`config.mk`:
```
export PLATFORM = sky130hd
export DESIGN_NAME = mesi_isc_broad_mc
export DESIGN_NICKNAME = d
export VERILOG_FILES = /design/src/rtl/mesi_isc_broad_pkg.sv /design/src/rtl/mesi_isc_basic_fifo.sv /design/src/rtl/mesi_isc_broad_mc.sv
export SDC_FILE = /design/constraint.sdc
export NUM_CORES = 1
export LEC_CHECK = 0
export BUFFER_PORTS_ARGS = -buffer_cell sky130_fd_sc_hd__buf_4
export CORE_MARGIN = 10
export CORE_UTILIZATION = 55
export CTS_CLUSTER_SIZE = 25
export DETAILED_ROUTE_END_ITERATION = 12
export PLACE_DENSITY = 0.76
export SETUP_SLACK_MARGIN = 0.5
export SYNTH_ARGS = -nofsm -noshare
export SYNTH_HDL_FRONTEND = slang
export SYNTH_SLANG_ARGS = --single-unit
```
`constraint.sdc`:
```
create_clock -name clk -period 6.2 [get_ports clk]
set_input_delay 0.93 -clock clk [delete_from_list [all_inputs] [get_ports clk]]
set_output_delay 0.93 -clock clk [all_outputs]
set_load 0.01 [all_outputs]
```
`src/rtl/mesi_isc_broad_pkg.sv`:
```
// Shared command/type codes and controller state encoding for the MESI broadcast controller.
// Pure definitions: no latency, no flow control.
package mesi_isc_broad_pkg;

  localparam logic [2:0] CMD_NOP      = 3'd0;
  localparam logic [2:0] CMD_WR_SNOOP = 3'd1;
  localparam logic [2:0] CMD_RD_SNOOP = 3'd2;
  localparam logic [2:0] CMD_EN_WR    = 3'd3;
  localparam logic [2:0] CMD_EN_RD    = 3'd4;

  localparam logic [1:0] TYPE_RD = 2'd1;
  localparam logic [1:0] TYPE_WR = 2'd2;

  typedef enum logic [1:0] {
    ST_IDLE,
    ST_SNOOP,
    ST_GRANT,
    ST_POP
  } state_t;

  function automatic logic [2:0] snoop_cmd(input logic [1:0] kind);
    return (kind == TYPE_WR) ? CMD_WR_SNOOP : CMD_RD_SNOOP;
  endfunction

  function automatic logic [2:0] grant_cmd(input logic [1:0] kind);
    return (kind == TYPE_WR) ? CMD_EN_WR : CMD_EN_RD;
  endfunction

endpackage

```
`src/rtl/mesi_isc_basic_fifo.sv`:
```
// Generic show-ahead FIFO; head visible the cycle after the first push.
// Push while full is dropped unless a pop happens in the same cycle.
module mesi_isc_basic_fifo #(
  parameter int DATA_WIDTH = 8,
  parameter int DEPTH      = 4
) (
  input  logic                  clk,
  input  logic                  rst,
  input  logic                  wr,
  input  logic [DATA_WIDTH-1:0] wr_data,
  input  logic                  rd,
  output logic [DATA_WIDTH-1:0] rd_data,
  output logic                  full,
  output logic                  empty
);

  localparam int AW = $clog2(DEPTH);
  localparam logic [AW:0] FULL_CNT = (AW+1)'(DEPTH);

  logic [DATA_WIDTH-1:0] mem [DEPTH];
  logic [AW-1:0]         wr_ptr;
  logic [AW-1:0]         rd_ptr;
  logic [AW:0]           count;
  logic                  do_wr;
  logic                  do_rd;

  assign empty   = (count == '0);
  assign full    = (count == FULL_CNT);
  assign do_rd   = rd && !empty;
  assign do_wr   = wr && (!full || do_rd);
  assign rd_data = mem[rd_ptr];

  always_ff @(posedge clk) begin
    if (do_wr) mem[wr_ptr] <= wr_data;
  end

  always_ff @(posedge clk) begin
    if (rst) begin
      wr_ptr <= '0;
      rd_ptr <= '0;
      count  <= '0;
    end else begin
      if (do_wr) wr_ptr <= wr_ptr + 1'b1;
      if (do_rd) rd_ptr <= rd_ptr + 1'b1;
      case ({do_wr, do_rd})
        2'b10:   count <= count + 1'b1;
        2'b01:   count <= count - 1'b1;
        default: count <= count;
      endcase
    end
  end

endmodule

```
`src/rtl/mesi_isc_broad_mc.sv`:
```
// Broadcast snoop controller: queued requests are snooped to all other CPUs, then granted to the initiator; commands are registered.
// Waits on acks indefinitely unless MESI_ISC_BROAD_TIMEOUT_EN enables the sticky watchdog that forces the pop.
module mesi_isc_broad_mc
  import mesi_isc_broad_pkg::*;
#(
  parameter int CPU_COUNT      = 4,
  parameter int ADDR_WIDTH     = 32,
  parameter int BROAD_ID_WIDTH = 5,
  parameter int FIFO_DEPTH     = 4,
  parameter int TIMEOUT_CYCLES = 255
) (
  input  logic                         clk,
  input  logic                         rst,
  input  logic                         broad_fifo_wr_i,
  input  logic [ADDR_WIDTH-1:0]        broad_addr_i,
  input  logic [1:0]                   broad_type_i,
  input  logic [$clog2(CPU_COUNT)-1:0] broad_cpu_id_i,
  input  logic [BROAD_ID_WIDTH-1:0]    broad_id_i,
  input  logic [CPU_COUNT-1:0]         cbus_ack_array_i,
  output logic [ADDR_WIDTH-1:0]        cbus_addr_o,
  output logic [CPU_COUNT*3-1:0]       cbus_cmd_array_o,
  output logic [BROAD_ID_WIDTH-1:0]    broad_id_o,
  output logic                         fifo_status_full_o,
  output logic                         fifo_status_empty_o,
  output logic                         busy_o,
  output logic                         timeout_o
);

  localparam int CW = $clog2(CPU_COUNT);
  localparam int DW = ADDR_WIDTH + 2 + CW + BROAD_ID_WIDTH;

  typedef struct packed {
    logic [ADDR_WIDTH-1:0]     addr;
    logic [1:0]                kind;
    logic [CW-1:0]             cpu;
    logic [BROAD_ID_WIDTH-1:0] id;
  } req_t;

  req_t                   push_req;
  req_t                   head_req;
  req_t                   req_q;
  req_t                   req_d;
  logic                   valid_q;
  logic                   valid_d;
  state_t                 state_q;
  state_t                 state_d;
  logic [CPU_COUNT-1:0]   pending_q;
  logic [CPU_COUNT-1:0]   pending_d;
  logic [CPU_COUNT*3-1:0] cmd_q;
  logic [CPU_COUNT*3-1:0] cmd_d;
  logic                   fifo_full;
  logic                   fifo_empty;
  logic                   tmo_hit;

  function automatic logic req_ok(input req_t r);
    return ((r.kind == TYPE_RD) || (r.kind == TYPE_WR)) && (int'(r.cpu) < CPU_COUNT);
  endfunction

  assign push_req = '{addr: broad_addr_i, kind: broad_type_i, cpu: broad_cpu_id_i, id: broad_id_i};

  mesi_isc_basic_fifo #(
    .DATA_WIDTH (DW),
    .DEPTH      (FIFO_DEPTH)
  ) u_fifo (
    .clk     (clk),
    .rst     (rst),
    .wr      (broad_fifo_wr_i),
    .wr_data (push_req),
    .rd      (state_q == ST_POP),
    .rd_data (head_req),
    .full    (fifo_full),
    .empty   (fifo_empty)
  );

`ifdef MESI_ISC_BROAD_TIMEOUT_EN
  localparam int TW = $clog2(TIMEOUT_CYCLES + 1);
  logic [TW-1:0] tmo_cnt;
  logic          tmo_flag;

  // Hit on the TIMEOUT_CYCLES-th consecutive cycle spent waiting for acks.
  assign tmo_hit   = ((state_q == ST_SNOOP) || (state_q == ST_GRANT)) &&
                     (tmo_cnt == TW'(TIMEOUT_CYCLES - 1));
  assign timeout_o = tmo_flag;

  always_ff @(posedge clk) begin
    if (rst) begin
      tmo_cnt  <= '0;
      tmo_flag <= 1'b0;
    end else begin
      if ((state_q == ST_SNOOP) || (state_q == ST_GRANT)) tmo_cnt <= tmo_cnt + 1'b1;
      else tmo_cnt <= '0;
      if (tmo_hit) tmo_flag <= 1'b1;
    end
  end
`else
  localparam int unused_timeout_cycles = TIMEOUT_CYCLES;
  assign tmo_hit   = 1'b0;
  assign timeout_o = 1'b0;
`endif

  always_comb begin
    state_d   = state_q;
    req_d     = req_q;
    valid_d   = valid_q;
    pending_d = '0;
    cmd_d     = '0;

    case (state_q)
      ST_IDLE: begin
        if (!fifo_empty) begin
          state_d = ST_SNOOP;
          req_d   = head_req;
          valid_d = req_ok(head_req);
        end
      end
      ST_SNOOP: begin
        if (!valid_q) state_d = ST_POP;
        else if ((pending_q & ~cbus_ack_array_i) == '0) state_d = ST_GRANT;
      end
      ST_GRANT: begin
        if (cbus_ack_array_i[req_q.cpu]) state_d = ST_POP;
      end
      ST_POP:  state_d = ST_IDLE;
      default: state_d = ST_IDLE;
    endcase

    if (tmo_hit) state_d = ST_POP;

    // pending mirrors which snoop commands are live, so it also masks the acks.
    for (int n = 0; n < CPU_COUNT; n++) begin
      if (state_d == ST_SNOOP) begin
        if (state_q == ST_IDLE) pending_d[n] = valid_d && (n != int'(req_d.cpu));
        else pending_d[n] = pending_q[n] && !cbus_ack_array_i[n];
        if (pending_d[n]) cmd_d[3*n +: 3] = snoop_cmd(req_d.kind);
      end else if ((state_d == ST_GRANT) && (n == int'(req_d.cpu))) begin
        cmd_d[3*n +: 3] = grant_cmd(req_d.kind);
      end
    end
  end

  always_ff @(posedge clk) begin
    if (rst) begin
      state_q   <= ST_IDLE;
      req_q     <= '0;
      valid_q   <= 1'b0;
      pending_q <= '0;
      cmd_q     <= '0;
    end else begin
      state_q   <= state_d;
      req_q     <= req_d;
      valid_q   <= valid_d;
      pending_q <= pending_d;
      cmd_q     <= cmd_d;
    end
  end

  assign cbus_cmd_array_o    = cmd_q;
  assign cbus_addr_o         = req_q.addr;
  assign broad_id_o          = req_q.id;
  assign busy_o              = (state_q != ST_IDLE);
  assign fifo_status_full_o  = fifo_full;
  assign fifo_status_empty_o = fifo_empty;

endmodule

```
== After elaboration in Yosys (flattened, before gate mapping) ==
Memory sizes are Yosys's and may differ from the RTL's. A register that Yosys moved wholly into a read port is not among the register bits.
Index checks and enable logic that the tools add are counted.

* RAM bits: 164
* Bits in registers: 67
* Input port bits: 48
* Output and inout bits: 53
* Word-level logic and storage cells: 107
* Memories: 1

* Order comparisons: 1
* Bitwise operators: 4
* Reductions and logical operators: 31
* Equal/unequal tests: 17
* Mux-type cells: 38
* $add $sub $neg: 4

{| class="wikitable"
|+ Memories
! name !! words !! bits a word !! rd ports !! clocked after memory_dff !! wr ports !! line !! text
|-
| u_fifo.mem || 4 || 41 || 1 || 1 || 1 || mesi_isc_basic_fifo.sv:20 || <nowiki>logic [DATA_WIDTH-1:0] mem [DEPTH];</nowiki>
|}

{| class="wikitable"
|+ Operator list
! cell !! count
|-
| $mux W3 || 9
|-
| $mux W2 || 11
|-
| $mux W9 || 2
|-
| $logic_and A1 B1 Y1 || 14
|-
| $mux W1 || 13
|-
| $eq A2 B2 Y1 const B || 6
|-
| $eq A2 B1 Y1 const B || 4
|-
| $pmux W2 S4 || 1
|-
| $logic_not A1 Y1 || 6
|-
| $pmux W3 S2 || 1
|-
| $reduce_bool A2 Y1 || 3
|-
| $add A2 B1 Y2 const B || 2
|-
| $and A4 B4 Y4 || 1
|-
| $eq A2 B2 Y1 const A || 2
|-
| $logic_not A2 Y1 || 2
|-
| $logic_not A4 Y1 || 1
|-
| $ne A2 B2 Y1 const A || 2
|-
| $not A4 Y4 || 1
|-
| $add A3 B1 Y3 const B || 1
|-
| $eq A3 B3 Y1 const B || 1
|-
| $logic_not A3 Y1 || 1
|-
| $lt A2 B3 Y1 const B || 1
|-
| $sub A3 B1 Y3 const B || 1
|-
| $bmux W1 S2 || 1
|-
| 6 further kinds || 8
|}

== Depth between registers and ports, before layout ==
Gate-level depths: netlist (run 1).

* Depth after elaboration: 10
* Gate-level depth with buffers: 9
* Gate-level depth less buffers: 9

== Cells and area by module ==
A second synthesis (run 1) with hierarchy kept.

* Cell total of the unflattened synthesis: 593
* Area total of the unflattened synthesis: 9106.2 um^2

{| class="wikitable"
|+ By module, submodules not included
! module !! cells each !! area an instance (um^2) !! seq. area each (um^2) !! instances
|-
| mesi_isc_basic_fifo || 274 || 6442.4 || 5104.9 || 1
|-
| mesi_isc_broad_mc || 319 || 2663.8 || 1201.2 || 1
|}

== Worst setup path before layout (run 1) ==
Ideal clock, no wire load.

* Path kind: in2reg
* From: in broad_fifo_wr_i
* To: mem u_fifo.mem[0][0] in the netlist's numbering (enable)
* Arrival time: 2.357 ns
* Stages: 2
* Required time: 5.798 ns
* Setup slack: 3.441 ns
* Cells stage by stage: a21boi_1 and2_1

* Cells in the longest elaborated chain, start to end: 3

{| class="wikitable"
|+ Ends and longest elaborated chain
! what !! line !! text
|-
| start: declaration || mesi_isc_broad_mc.sv:14 || <nowiki>input logic broad_fifo_wr_i,</nowiki>
|-
| $logic_and A1 B1 Y1 || mesi_isc_basic_fifo.sv:30 || <nowiki>assign do_wr = wr && (!full || do_rd);</nowiki>
|-
| $mux W1 || mesi_isc_basic_fifo.sv:34 || <nowiki>if (do_wr) mem[wr_ptr] <= wr_data;</nowiki>
|-
| $mux W1 (not written as such) || mesi_isc_basic_fifo.sv:34 ||
|-
| end: declaration || mesi_isc_basic_fifo.sv:20 ||
|}

Every way passes these cells.

==> metrics.md, run 1 <==
| Metric | Value |
|---|---|
| Insertion delay to the later sink of the worst-skew pair | 520 ps |
| RD Place Congestion | 0.8584 |
| Syn nets | 634 |
| Ranking of synthesized cells by area | edfxtp_1 (55%), dfxtp_1 (15%), mux4_2 (11%) |
| M1 GR Usage | 0.1841 |
| Via count | 4799 |
| CTS tree | done |
| Type of the most critical hold path | flip-flop to flip-flop |
| Maximum VDD drop | 248.6 uV |
| GRT overflow | 0 |
| Setup bufs post-CTS | 0 |
| # fillers | 1119 |
| Hold buffer count at CTS | 0 |
| Drt pass-1 iters | 4 |
| Dpl hpwl | 10120 um |
| I/O Buffers | 99 |
| Setup slack after layout | 3747 ps |
| Unrepaired setup endpoints after global routing | no |
| Leak pwr | 3.620 nW |
| CTS Buffer Depth | 3 |
| Clock slew at reported path FFs | 50 ps |
| CTS Root Cell | clkbuf_16 |
| Initial antenna violation count | 0 |
| Worst-Margin Slew | 1155 ps |
| Nets | 698 |
| Io pins | 101 |
| Clock tree sinks | 233 |
| Layout area overhead | 15.80% |
| Ys async rst share | 0 |
| Max-Cap Viols | 0 |
| Startpoint Class | flip-flop |
| Synth Instances | 580 |
| CP endpoint kind | flip-flop |
| Fin Setup TNS | 0 ps |
| Worst-path maximum fanout | 41 |
| Count leader, synth | edfxtp_1 |
| 1st-iter DRT viols | 266 |
| Final Cycle Share | 0.3957 |
| Vias in the first global route | 5170 |
| Distinct cell type count after synthesis | 43 |
| Yosys top cell by area | edfxtp_1 |
| Max Fclk | 407.6 MHz |
| # rows | 46 |
| Slew margin rel. | 0.2279 |
| Die ar. | 21820 um^2 |
| Drt drc | 0 |
| Global-route met2 utilization | 0.2662 |
| CP Data Arrival Time | 2900 ps |
| CTS buffer count | 25 |
| ANT cells | 0 |
| Max Clock Skew | 12.97 ps |
| Prevailing post-synth register cell | edfxtp_1 |
| Yosys top cell area share | 0.5489 |
| Crit path required time | 6640 ps |
| Die height | 147.7 um |
| Status | completed |
| Post-synth EDFFs | 164 |
| Busiest grt layer | met2 |
| Final critical-path required period | 2453 ps |
| Post-synth top cells | edfxtp_1 (164), nand2_1 (91), dfxtp_1 (69), a21oi_1 (46) |
| # H-tree levels | 1 |
| Syn_area_per_cell | 15.47 um^2 |
| Pwr Density | 354.7 nW/um^2 |
| Fin. max-slew vios | 0 |
| Core Util, Final | 0.6517 |
| Total global-route track usage | 0.1523 |
| Initial core utilization | 0.5628 |
| Final Cell Area | 10390 um^2 |
| Via/cell ratio | 5.460 |
| Layout cell share with drive strength beyond 1 | 0.2851 |
| Final setup vio count | 0 |
| Die W | 147.7 um |
| Synth warn | 0 |
| Pin count of the biggest net entering global routing | 59 |
| First-pass GRT wire length | 27040 um |
| WL/cell | 18.89 um |
| Pre-CTS WS | 3326 ps |
| WL final | 16610 um |
| Core Area | 15940 um^2 |
| M3 GR Usage | 0.03144 |
| Worst Setup Path Type | flip-flop to flip-flop |
| Sequential share of the synthesized area | 0.7028 |
| Mapped cell area | 8972 um^2 |
| PostCTS Resize Cnt | 0 |
| DP Area | 9604 um^2 |
| FF+latch count, synth | 233 |
| DRT antenna net count | 0 |
| Final Hold Viols | 0 |
kinds of logic after synthesis:
group                      share of synthesized area
and+or+nand+nor                              0.07196
AOI/OAI and AO/OA                            0.04713
adders and majority gates                   0.009204
other                                      0.0004180
buffers and inverters                        0.05020
xor gates and xnor gates                    0.004882
DFF                                           0.7028
muxes                                         0.1134
routing by layer:
layer  vias up  part of all wire  wire, um
met1      2395              0.41      6742
met4         0             0.024       391
met3        31             0.052       866
met5         -                 0         0
met2       130              0.52      8605
li1       2243                 -         -
placed cells by master, fill, tap and decap left out, types with 2 or more instances in the layout:
| master | Yosys | layout |
|---|---|---|
| a21oi_1 | 46 | 46 |
| mux4_2 | 42 | 42 |
| nand2b_4 | 2 | 2 |
| bufinv_16 | 0 | 2 |
| clkbuf_1 | 9 | 11 |
| nand2b_1 | 4 | 3 |
| edfxtp_1 | 164 | 164 |
| mux2i_2 | 2 | 2 |
| buf_4 | 42 | 100 |
| clkinv_2 | 0 | 2 |
| xnor2_1 | 2 | 2 |
| clkbuf_16 | 0 | 25 |
| ha_1 | 5 | 5 |
| xor2_1 | 3 | 3 |
| nor4_1 | 2 | 2 |
| clkinv_1 | 0 | 4 |
| inv_1 | 11 | 11 |
| dfxtp_1 | 69 | 67 |
| nor3_1 | 2 | 2 |
| and2_2 | 0 | 4 |
| o22ai_1 | 4 | 4 |
| nor2b_1 | 10 | 10 |
| a32oi_1 | 8 | 8 |
| nor2_1 | 20 | 19 |
| o21ai_1 | 8 | 8 |
| nand2_1 | 91 | 91 |
state kept, by name, summed over array words and instances, names as in the netlist, named ones only:
signal / cells
u_fifo.wr_ptr: 2
u_fifo.count: 3
state_q: 2
cbus_addr_o: 32
req_q: 4
u_fifo.mem: 164
cbus_cmd_array_o: 12
pending_q: 4
broad_id_o: 5
u_fifo.rd_ptr: 2
valid_q: 1
critical path: stages, from the launching register on:
cell	delay (ps)
dfxtp_4	890
mux4_2	660
nand2b_4	190
nor3_1	400
a32oi_1	120
o21ai_1	110
path summary, 6_finish.rpt:
check / startpoint / endpoint / slack (ps) / depth (start not counted)
max reg2reg: flip-flop / cbus_cmd_array_o[9] / 3750 / 5
max: flip-flop / cbus_cmd_array_o[9] / 3750 / 5
min reg2reg: cbus_addr_o[18] / cbus_addr_o[18] / 450 / 2
min: cbus_addr_o[18] / cbus_addr_o[18] / 450 / 2
power breakdown:
part           total, W  leakage, nW  internal (W)  switching [W]
logic          0.000446         1.17      0.000184       0.000262
registers       0.00184         2.07       0.00178      0.0000577
clock network   0.00140        0.380      0.000845       0.000555
total           0.00369         3.62       0.00281       0.000874
layout make-up:
| type | count | area (um^2) | share of cell area |
|---|---|---|---|
| multi-input cells | 273 | 2231 | 0.2147 |
| well taps | 216 | 270.3 | 0.02601 |
| flip-flops and latches | 233 | 6311 | 0.6074 |
| repair buffers | 100 | 750.7 | 0.07225 |
| clock buffers | 37 | 680.7 | 0.06551 |
| inverters | 11 | 41.29 | 0.003974 |
| clock inverters | 9 | 105.1 | 0.01012 |
metrics by stage:
step                std cells  hold slack [ps]  total power (W)
finish                    879            452.9         0.003685
global route              879            466.9         0.003843
CTS                       879            454.3         0.003727
detailed placement        833            446.9         0.002323
global placement          833            438.0         0.002302
floorplan                 580            431.2         0.002179
No activity file was read; power rests on OpenSTA's default activity.
==> inputs of run 2 (changes only) <==
--- a/config.mk
+++ b/config.mk
@@ -7,10 +7,10 @@
 export LEC_CHECK = 0
 export BUFFER_PORTS_ARGS = -buffer_cell sky130_fd_sc_hd__buf_4
 export CORE_MARGIN = 10
-export CORE_UTILIZATION = 55
+export CORE_UTILIZATION = 52
 export CTS_CLUSTER_SIZE = 25
 export DETAILED_ROUTE_END_ITERATION = 12
-export PLACE_DENSITY = 0.76
+export PLACE_DENSITY = 0.75
 export SETUP_SLACK_MARGIN = 0.5
 export SYNTH_ARGS = -nofsm -noshare
 export SYNTH_HDL_FRONTEND = slang
==> constraint.sdc (replaced) <==
create_clock -name clk -period 2.1 [get_ports clk]
set_input_delay 0.315 -clock clk [delete_from_list [all_inputs] [get_ports clk]]
set_output_delay 0.315 -clock clk [all_outputs]
set_load 0.01 [all_outputs]
==> run 2 against run 1 <==
Net effect:
- via count is 2.7% higher
- count of clock-buffer cells in the layout is 1 lower
- global-route usage is 0.29 points higher
- flip-flop and latch count stayed put
- die area is 5.0% higher
- clock skew is 5.7 ps lower
- combinational power grew to 3.7 times the previous value
==> metrics.md, run 2 (synthesis results as in run 1) <==
| Metric | Value |
|---|---|
| Clock group share of total power | 0.342 (-0.038) |
| Final Hold Viols | 0 (unchanged) |
| Initial antenna violation count | 0 (unchanged) |
| M1 GR Usage | 0.1968 (+0.01275) |
| Cell with the largest stage delay on the worst path | dfxtp_4 |
| DP Area | 9854 um^2 (+2.6%) |
| Die height | 151.4 um (+2.5%) |
| M3 GR Usage | 0.04356 (+0.01212) |
| Fin. max-slew vios | 0 (unchanged) |
| Final setup vio count | 0 (unchanged) |
| Initial core utilization | 0.5353 (-0.02744) |
| CP cell instances | nor3b_4 -> a21boi_4 -> inv_1 -> ha_2 -> inv_2 -> fa_2 -> xor2_1 -> or3_1 -> a21oi_1 |
| Pwr Density | 996.8 nW/um^2 (+180%) |
| Final critical-path required period | 1986 ps (-466.9 ps) |
| R2R setup slack | 110 ps (-3630 ps) |
| I/O Buffers | 99 (unchanged) |
| First-pass GRT wire length | 27790 um (+2.8%) |
| Worst-path maximum fanout | 4 (-90%) |
| Slew margin rel. | 0.6284 (+0.4005) |
| GRT overflow | 0 (unchanged) |
| WL final | 18230 um (+9.8%) |
| Final Cell Area | 10780 um^2 (+3.7%) |
| Pwr Total | 0.01074 W (+190%) |
| Sw frac | 0.2456 (+0.008478) |
| Io pins | 101 (unchanged) |
| # rows | 47 (+2.2%) |
| Flop pwr share | 0.505 (+0.006) |
| Setup slack after layout | 113.5 ps (-3633 ps) |
| RD Place Congestion | 0.8543 (-0.48%) |
| Die ar. | 22910 um^2 (+5.0%) |
| Hold slack | 17.12 ps (-435.8 ps) |
| Worst hold path depth | 1 (-1) |
| CTS Root Cell | clkbuf_16 |
| Dpl hpwl | 11200 um (+11%) |
| Vias in the first global route | 5114 (-1.1%) |
| Status | completed |
| Fin Setup TNS | 0 ps (unchanged) |
| 1st-iter DRT viols | 282 (+6.0%) |
| CTS buffer count | 23 (-8.0%) |
| Footprint of the multi-input gates | 2308 um^2 (+3.5%) |
| Maximum VDD drop | 1019 uV (+310%) |
| Layout area overhead | 20.09% |
| Drt drc | 0 (unchanged) |
| Drt pass-1 iters | 4 (unchanged) |
| Buf/Inv on CP | 2 (+2) |
| Via/cell ratio | 5.414 (-0.83%) |
| Leak pwr | 3.794 nW (+4.8%) |
| Worst Setup Path Type | flip-flop to flip-flop |
| Core Area | 16760 um^2 (+5.1%) |
| ANT cells | 0 (unchanged) |
| Max incr delay on CP | 360 ps (-530 ps) |
| Most frequent cells in the layout | edfxtp_1 (164), buf_4 (111), nand2_1 (90), dfxtp_1 (62), a21oi_1 (46) |
| FF+latch area | 6327 um^2 (+0.26%) |
| DRT antenna net count | 0 (unchanged) |
| Clock tree sinks | 233 (unchanged) |
| Type of the most critical hold path | primary input to flip-flop |
| Global-route met2 utilization | 0.2572 (-0.009019) |
| Total global-route track usage | 0.1552 (+0.002933) |
| Die W | 151.4 um (+2.5%) |
| CP endpoint kind | flip-flop |
| Crit path required time | 2520 ps (-4120 ps) |
| Final Cycle Share | 0.9459 (+0.5502) |
| Worst r2r src | u_fifo.count[1] |
| Max-Cap Viols | 0 (unchanged) |
| Clock slew at reported path FFs | 60 ps (about the same) |
| Commonest non-fill, non-tap cell in the layout | edfxtp_1 |
| CTS Buffer Depth | 3 (unchanged) |
| Layout cell share with drive strength beyond 1 | 0.3391 (+0.05406) |
| CTS tree | done |
| Largest delay share family, worst path | simple AND/OR/NAND/NOR gates |
| CP Data Arrival Time | 2400 ps (-500 ps) |
| Pin count of the biggest net entering global routing | 44 (-25%) |
| Reg2Reg Capture Point | u_fifo.count[2] |
| Worst r2r path cells | 9 (+4) |
| # H-tree levels | 1 (unchanged) |
| HP Start | broad_addr_i[6] |
| Worst-Margin Slew | 553.1 ps (-602.3 ps) |
| Max reg flops | 164 (unchanged) |
| Via count | 4927 (+2.7%) |
| Max Clock Skew | 7.316 ps (-5.657 ps) |
| Insertion delay to the later sink of the worst-skew pair | 500 ps (-20 ps) |
| Unrepaired setup endpoints after global routing | yes |
| Startpoint Class | flip-flop |
| Nets | 727 (+4.2%) |
| WL/cell | 20.03 um (+6.1%) |
| Int Pwr | 0.008102 W (+190%) |
| Sw Pwr | 0.002638 W (+200%) |
| Logic pwr share | 0.153 (+0.032) |
| Busiest grt layer | met2 |
| # fillers | 1175 (+5.0%) |
| Hold path endpoint | u_fifo.mem[1][15] |
| Pre-CTS WS | 65.58 ps (-3260 ps) |
| Max Fclk | 503.4 MHz (+24%) |
| Largest register by flop count | u_fifo.mem |
-- run 2: area by class of cell --
| type | count | area share |
|---|---|---|
| flip-flops and latches | 233 | 0.5872 |
| multi-input cells | 273 | 0.2142 |
| repair buffers | 131 | 0.1067 |
| clock buffers | 36 | 0.05945 |
| well taps | 220 | 0.02555 |
| inverters | 11 | 0.003832 |
| clock inverters | 6 | 0.003019 |
-- run 2: how the worst max path moves through the flow --
stage,from,end,slack (ps),cells after the start
6_report,u_fifo.count[1],u_fifo.count[2],110,9
5_1_grt,u_fifo.count[1],u_fifo.count[2],20,9
4_1_cts,u_fifo.count[0],u_fifo.count[2],120,9
3_5_place_dp,u_fifo.count[1],u_fifo.count[2],70,9
3_3_place_gp,u_fifo.count[1],u_fifo.count[2],170,9
2_1_floorplan,u_fifo.count[1],u_fifo.count[2],140,9
-- run 2: worst reg2reg max path: stages, from the launching register on --
cell and delay (ps):
dfxtp_4 360, nor3b_4 260, a21boi_4 90, inv_1 60, ha_2 180, inv_2 40, fa_2 330, xor2_1 150
or3_1 310, a21oi_1 130
-- run 2: per-stage QoR --
stage	cells	util
finish	910	0.6429
global route	910	0.6429
CTS	905	0.6357
detailed placement	854	0.5880
global placement	854	0.5880
floorplan	580	-
-- run 2: metal layers --
layer	vias to the layer above	wire length [um]	share of wire
li1	2297	-	-
met1	2445	7297	0.40
met2	164	9110	0.50
met3	21	1523	0.084
met4	0	299	0.016
met5	-	0	0
-- run 2: what timing repair did --
action	CTS	global route
setup buffers	5	3
pin swaps	3	4
cloned	0	2
endpoints found under the hold margin	11	0
gates resized for setup	14	11
hold buffers	4	0
endpoints found under the setup margin	216	219
-- run 2: power groups by stage --
stage	Combinational, W	Clock (W)	Sequential, W
finish	0.00164	0.00367	0.00543
global route	0.00180	0.00393	0.00546
CTS	0.00153	0.00376	0.00542
detailed placement	0.00146	0	0.00551
global placement	0.00142	0	0.00549
floorplan	0.000995	0	0.00546
==> inputs of run 3 (changes only) <==
--- a/config.mk
+++ b/config.mk
@@ -14,4 +14,5 @@
 export SETUP_SLACK_MARGIN = 0.5
 export SYNTH_ARGS = -nofsm -noshare
 export SYNTH_HDL_FRONTEND = slang
+export SYNTH_HIERARCHICAL = 1
 export SYNTH_SLANG_ARGS = --single-unit
==> run 3 against run 2 <==
Net effect:
- sequential share of layout area shrank 5.2 points
- core utilization grew 4.3 points
- via count increased by 8.6%
- worst hold slack improved by 0.55 ps
- non-clock buffer count rose by 64
- wire length is 12% higher
- cell count rose by 9.0%
- register-to-register slack better by 70 ps
- clock skew up 5.4 ps
- critical path depth is 2 lower
- count of clock-buffer cells in the layout up 2
- synthesized cell count grew 2.2%
==> metrics.md, run 3 <==
| Metric | Value |
|---|---|
| Clock group share of total power | 0.376 (+0.034) |
| HP Start | broad_type_i[0] |
| Yosys top cell by area | edfxtp_1 |
| Reg2Reg Capture Point | u_fifo/count[2] |
| Fin. max-slew vios | 0 (unchanged) |
| R2R setup slack | 190 ps (+70 ps) |
| RD Place Congestion | 0.8649 (+1.2%) |
| Pre-CTS WS | 99.33 ps (+33.75 ps) |
| Most frequent cells in the layout | edfxtp_1 (164), buf_4 (127), nand2_1 (88), dfxtp_1 (62), a21oi_1 (45) |
| Via count | 5349 (+8.6%) |
| Hold path endpoint | u_fifo/mem[1][7] |
| Layout cell share with drive strength beyond 1 | 0.3794 (+0.04027) |
| Startpoint Class | flip-flop |
| FF+latch area | 6327 um^2 (unchanged) |
| Yosys top cell area share | 0.5408 (-0.008070) |
| Max Fclk | 522.9 MHz (+3.9%) |
| Setup slack after layout | 187.6 ps (+74.08 ps) |
| Multiplexer share of the synthesized area | 0.1061 (-0.007300) |
| Fin Setup TNS | 0 ps (unchanged) |
| Prevailing post-synth register cell | edfxtp_1 |
| Leak pwr | 4.219 nW (+11%) |
| Main combinational cell family by area after synthesis | multiplexers |
| Max reg flops | 164 (unchanged) |
| # fillers | 1120 (-4.7%) |
| Sw frac | 0.2318 (-0.01376) |
| Core Util, Final | 0.6855 (+0.04261) |
| Type of the most critical hold path | primary input to flip-flop |
| Nets | 801 (+10%) |
| GRT overflow | 0 (unchanged) |
| Initial core utilization | 0.5283 (-0.007039) |
| Flop pwr share | 0.493 (-0.012) |
| Pwr Density | 912.5 nW/um^2 (-8.5%) |
| Vias in the first global route | 5540 (+8.3%) |
| WL final | 20430 um (+12%) |
| Worst r2r path cells | 7 (-2) |
| Sequential share of the synthesized area | 0.6925 (-0.01033) |
| Total global-route track usage | 0.1589 (+0.003728) |
| Worst-path maximum fanout | 3 (-1) |
| DRT antenna net count | 0 (unchanged) |
| Compound-gate portion of the synthesized area | 0.05743 (+0.01030) |
| CP endpoint kind | flip-flop |
| Count leader, synth | edfxtp_1 |
| Max Clock Skew | 12.71 ps (+5.391 ps) |
| Synth Instances | 593 (+2.2%) |
| CP Data Arrival Time | 2300 ps (-100 ps) |
| Footprint of the multi-input gates | 2546 um^2 (+10%) |
| Distinct cell type count after synthesis | 54 (+26%) |
| CTS Buffer Depth | 3 (unchanged) |
| CP startpoint | state_q[0] |
| Final critical-path required period | 1912 ps (-74.08 ps) |
| Worst Setup Path Type | flip-flop to flip-flop |
| Pin count of the biggest net entering global routing | 33 (-25%) |
| Logic pwr share | 0.131 (-0.022) |
| Largest register by flop count | u_fifo/mem |
| Syn_area_per_cell | 15.36 um^2 (-0.73%) |
| # H-tree levels | 1 (unchanged) |
| Final setup vio count | 0 (unchanged) |
| Drt pass-1 iters | 5 (+1) |
| Initial antenna violation count | 1 (+1) |
| 1st-iter DRT viols | 325 (+15%) |
| Die height | 152.3 um (+0.64%) |
| Clock slew at reported path FFs | 60 ps (about the same) |
| Layout area overhead | 29.76% |
| Ranking of synthesized cells by area | edfxtp_1 (54%), dfxtp_1 (15%), mux4_2 (10%) |
| Dpl hpwl | 12090 um (+7.9%) |
| Crit path required time | 2490 ps (-30 ps) |
| First-pass GRT wire length | 30170 um (+8.6%) |
| Max-Cap Viols | 0 (unchanged) |
| Adder-Cell Fraction of Synth Area | 0.007694 (-0.001509) |
| Status | completed |
| CTS tree | done |
| Synth warn | 6 (+6) |
| CTS buffer count | 25 (+8.7%) |
| Commonest non-fill, non-tap cell in the layout | edfxtp_1 |
| Simple-Gate Fraction of Synth Area | 0.07928 (+0.007324) |
| Core Area | 17240 um^2 (+2.8%) |
| Die ar. | 23200 um^2 (+1.3%) |
| Mapped cell area | 9106 um^2 (+1.5%) |
| ANT cells | 0 (unchanged) |
| Via/cell ratio | 5.392 (-0.41%) |
| Io pins | 101 (unchanged) |
| Maximum VDD drop | 740.6 uV (-27%) |
| FF+latch count, synth | 233 (unchanged) |
| Drt drc | 0 (unchanged) |
| Post-synth EDFFs | 164 (unchanged) |
| # rows | 48 (+2.1%) |
| Syn nets | 646 (+1.9%) |
| Clock tree sinks | 233 (unchanged) |
| Sw Pwr | 0.002500 W (-5.2%) |
| Post-Synth XOR/XNOR Area | 0.005771 (+0.0008900) |
| Ys async rst share | 0 (unchanged) |
| Die W | 152.3 um (+0.64%) |
| Worst r2r src | state_q[0] |
| Insertion delay to the later sink of the worst-skew pair | 510 ps (about the same) |
| Post-synth top cells | edfxtp_1 (164), nand2_1 (89), dfxtp_1 (69), a21oi_1 (46), buf_4 (42) |
| WL/cell | 20.60 um (+2.8%) |
| Int Pwr | 0.008282 W (+2.2%) |
| I/O Buffers | 99 (unchanged) |
| Worst hold path depth | 1 (unchanged) |
| Unrepaired setup endpoints after global routing | yes |
| CTS Root Cell | clkbuf_16 |
| Final Cycle Share | 0.9107 (-0.03528) |
| Final Hold Viols | 0 (unchanged) |
run 3: cell types whose count changed in the layout (fill, tap and decap cells not counted), sizes merged, moves of 4 or more:
cell         change
a32oi            -8
buf             +26
clkbuf           +8
dlygate4sd3     +32
inv              -4
o21a             +4
o21ai            -4
run 3: critical path, cell delays in order (launching register included):
cell and delay (ps):
dfxtp_2 350, and2_4 170, o31a_1 170, nand2b_1 100, fa_2 350, nand2b_4 160, o31ai_4 180, mux2_4 320
run 3: kinds of logic after synthesis:
group                      after synthesis
and+or+nand+nor                        151
adders and majority gates                5
other                                    1
AOI/OAI and AO/OA                       77
DFF                                    233
xor gates and xnor gates                 6
buffers and inverters                   75
muxes                                   45
run 3: metrics by stage:
| stage | hold slack, ps | total power (W) | cell area (um^2) | std cells |
|---|---|---|---|---|
| floorplan | 413.9 | 0.006123 | 9191 | 593 |
| global placement | 442.5 | 0.006464 | 10000 | 870 |
| detailed placement | 447.0 | 0.006517 | 10000 | 870 |
| CTS | 0.7151 | 0.01070 | 11330 | 963 |
| global route | 4.948 | 0.01117 | 11820 | 992 |
| finish | 17.67 | 0.01078 | 11820 | 992 |
run 3: how the worst max path moves through the flow:
stage / end / slack [ps] / cells after the start
after floorplan: cbus_cmd_array_o[1] / 70 / 7
after global placement: u_fifo/count[2] / 180 / 7
after detailed placement: u_fifo/count[2] / 100 / 7
after CTS: u_fifo/count[2] / 180 / 7
after global routing: cbus_cmd_array_o[4] / 140 / 5
final: u_fifo/count[2] / 190 / 7
run 3: power by group through the flow:
stage	logic, W	clock network, W	registers [W]
after floorplan	0.000752	0	0.00537
after global placement	0.00107	0	0.00539
after detailed placement	0.00110	0	0.00542
after CTS	0.00124	0.00414	0.00531
after global routing	0.00152	0.00432	0.00534
final	0.00141	0.00405	0.00532
run 3: layer usage:
metal / global-route usage / routed length [um] / vias to the layer above
met5: 0 / 13 / -
met1: 0.1918 / 7930 / 2689
met2: 0.2801 / 11170 / 161
li1: - / - / 2471
met4: 0.03989 / 265 / 2
met3: 0.03697 / 1055 / 26
run 3: what timing repair did:
action                                 CTS  global route
gates resized for setup                 27            28
endpoints found under the hold margin  136             0
setup endpoints to repair              226           215
hold buffers                            36             0
buffers inserted                        11            15
cloned                                   0            14
pin swaps                               18             9
run 3: final cells by class:
type,count,share of cell area
multi-input cells,286,0.2155
clock inverters,8,0.005824
flip-flops and latches,233,0.5355
inverters,7,0.002224
well taps,225,0.02382
clock buffers,38,0.05877
repair buffers,195,0.1584
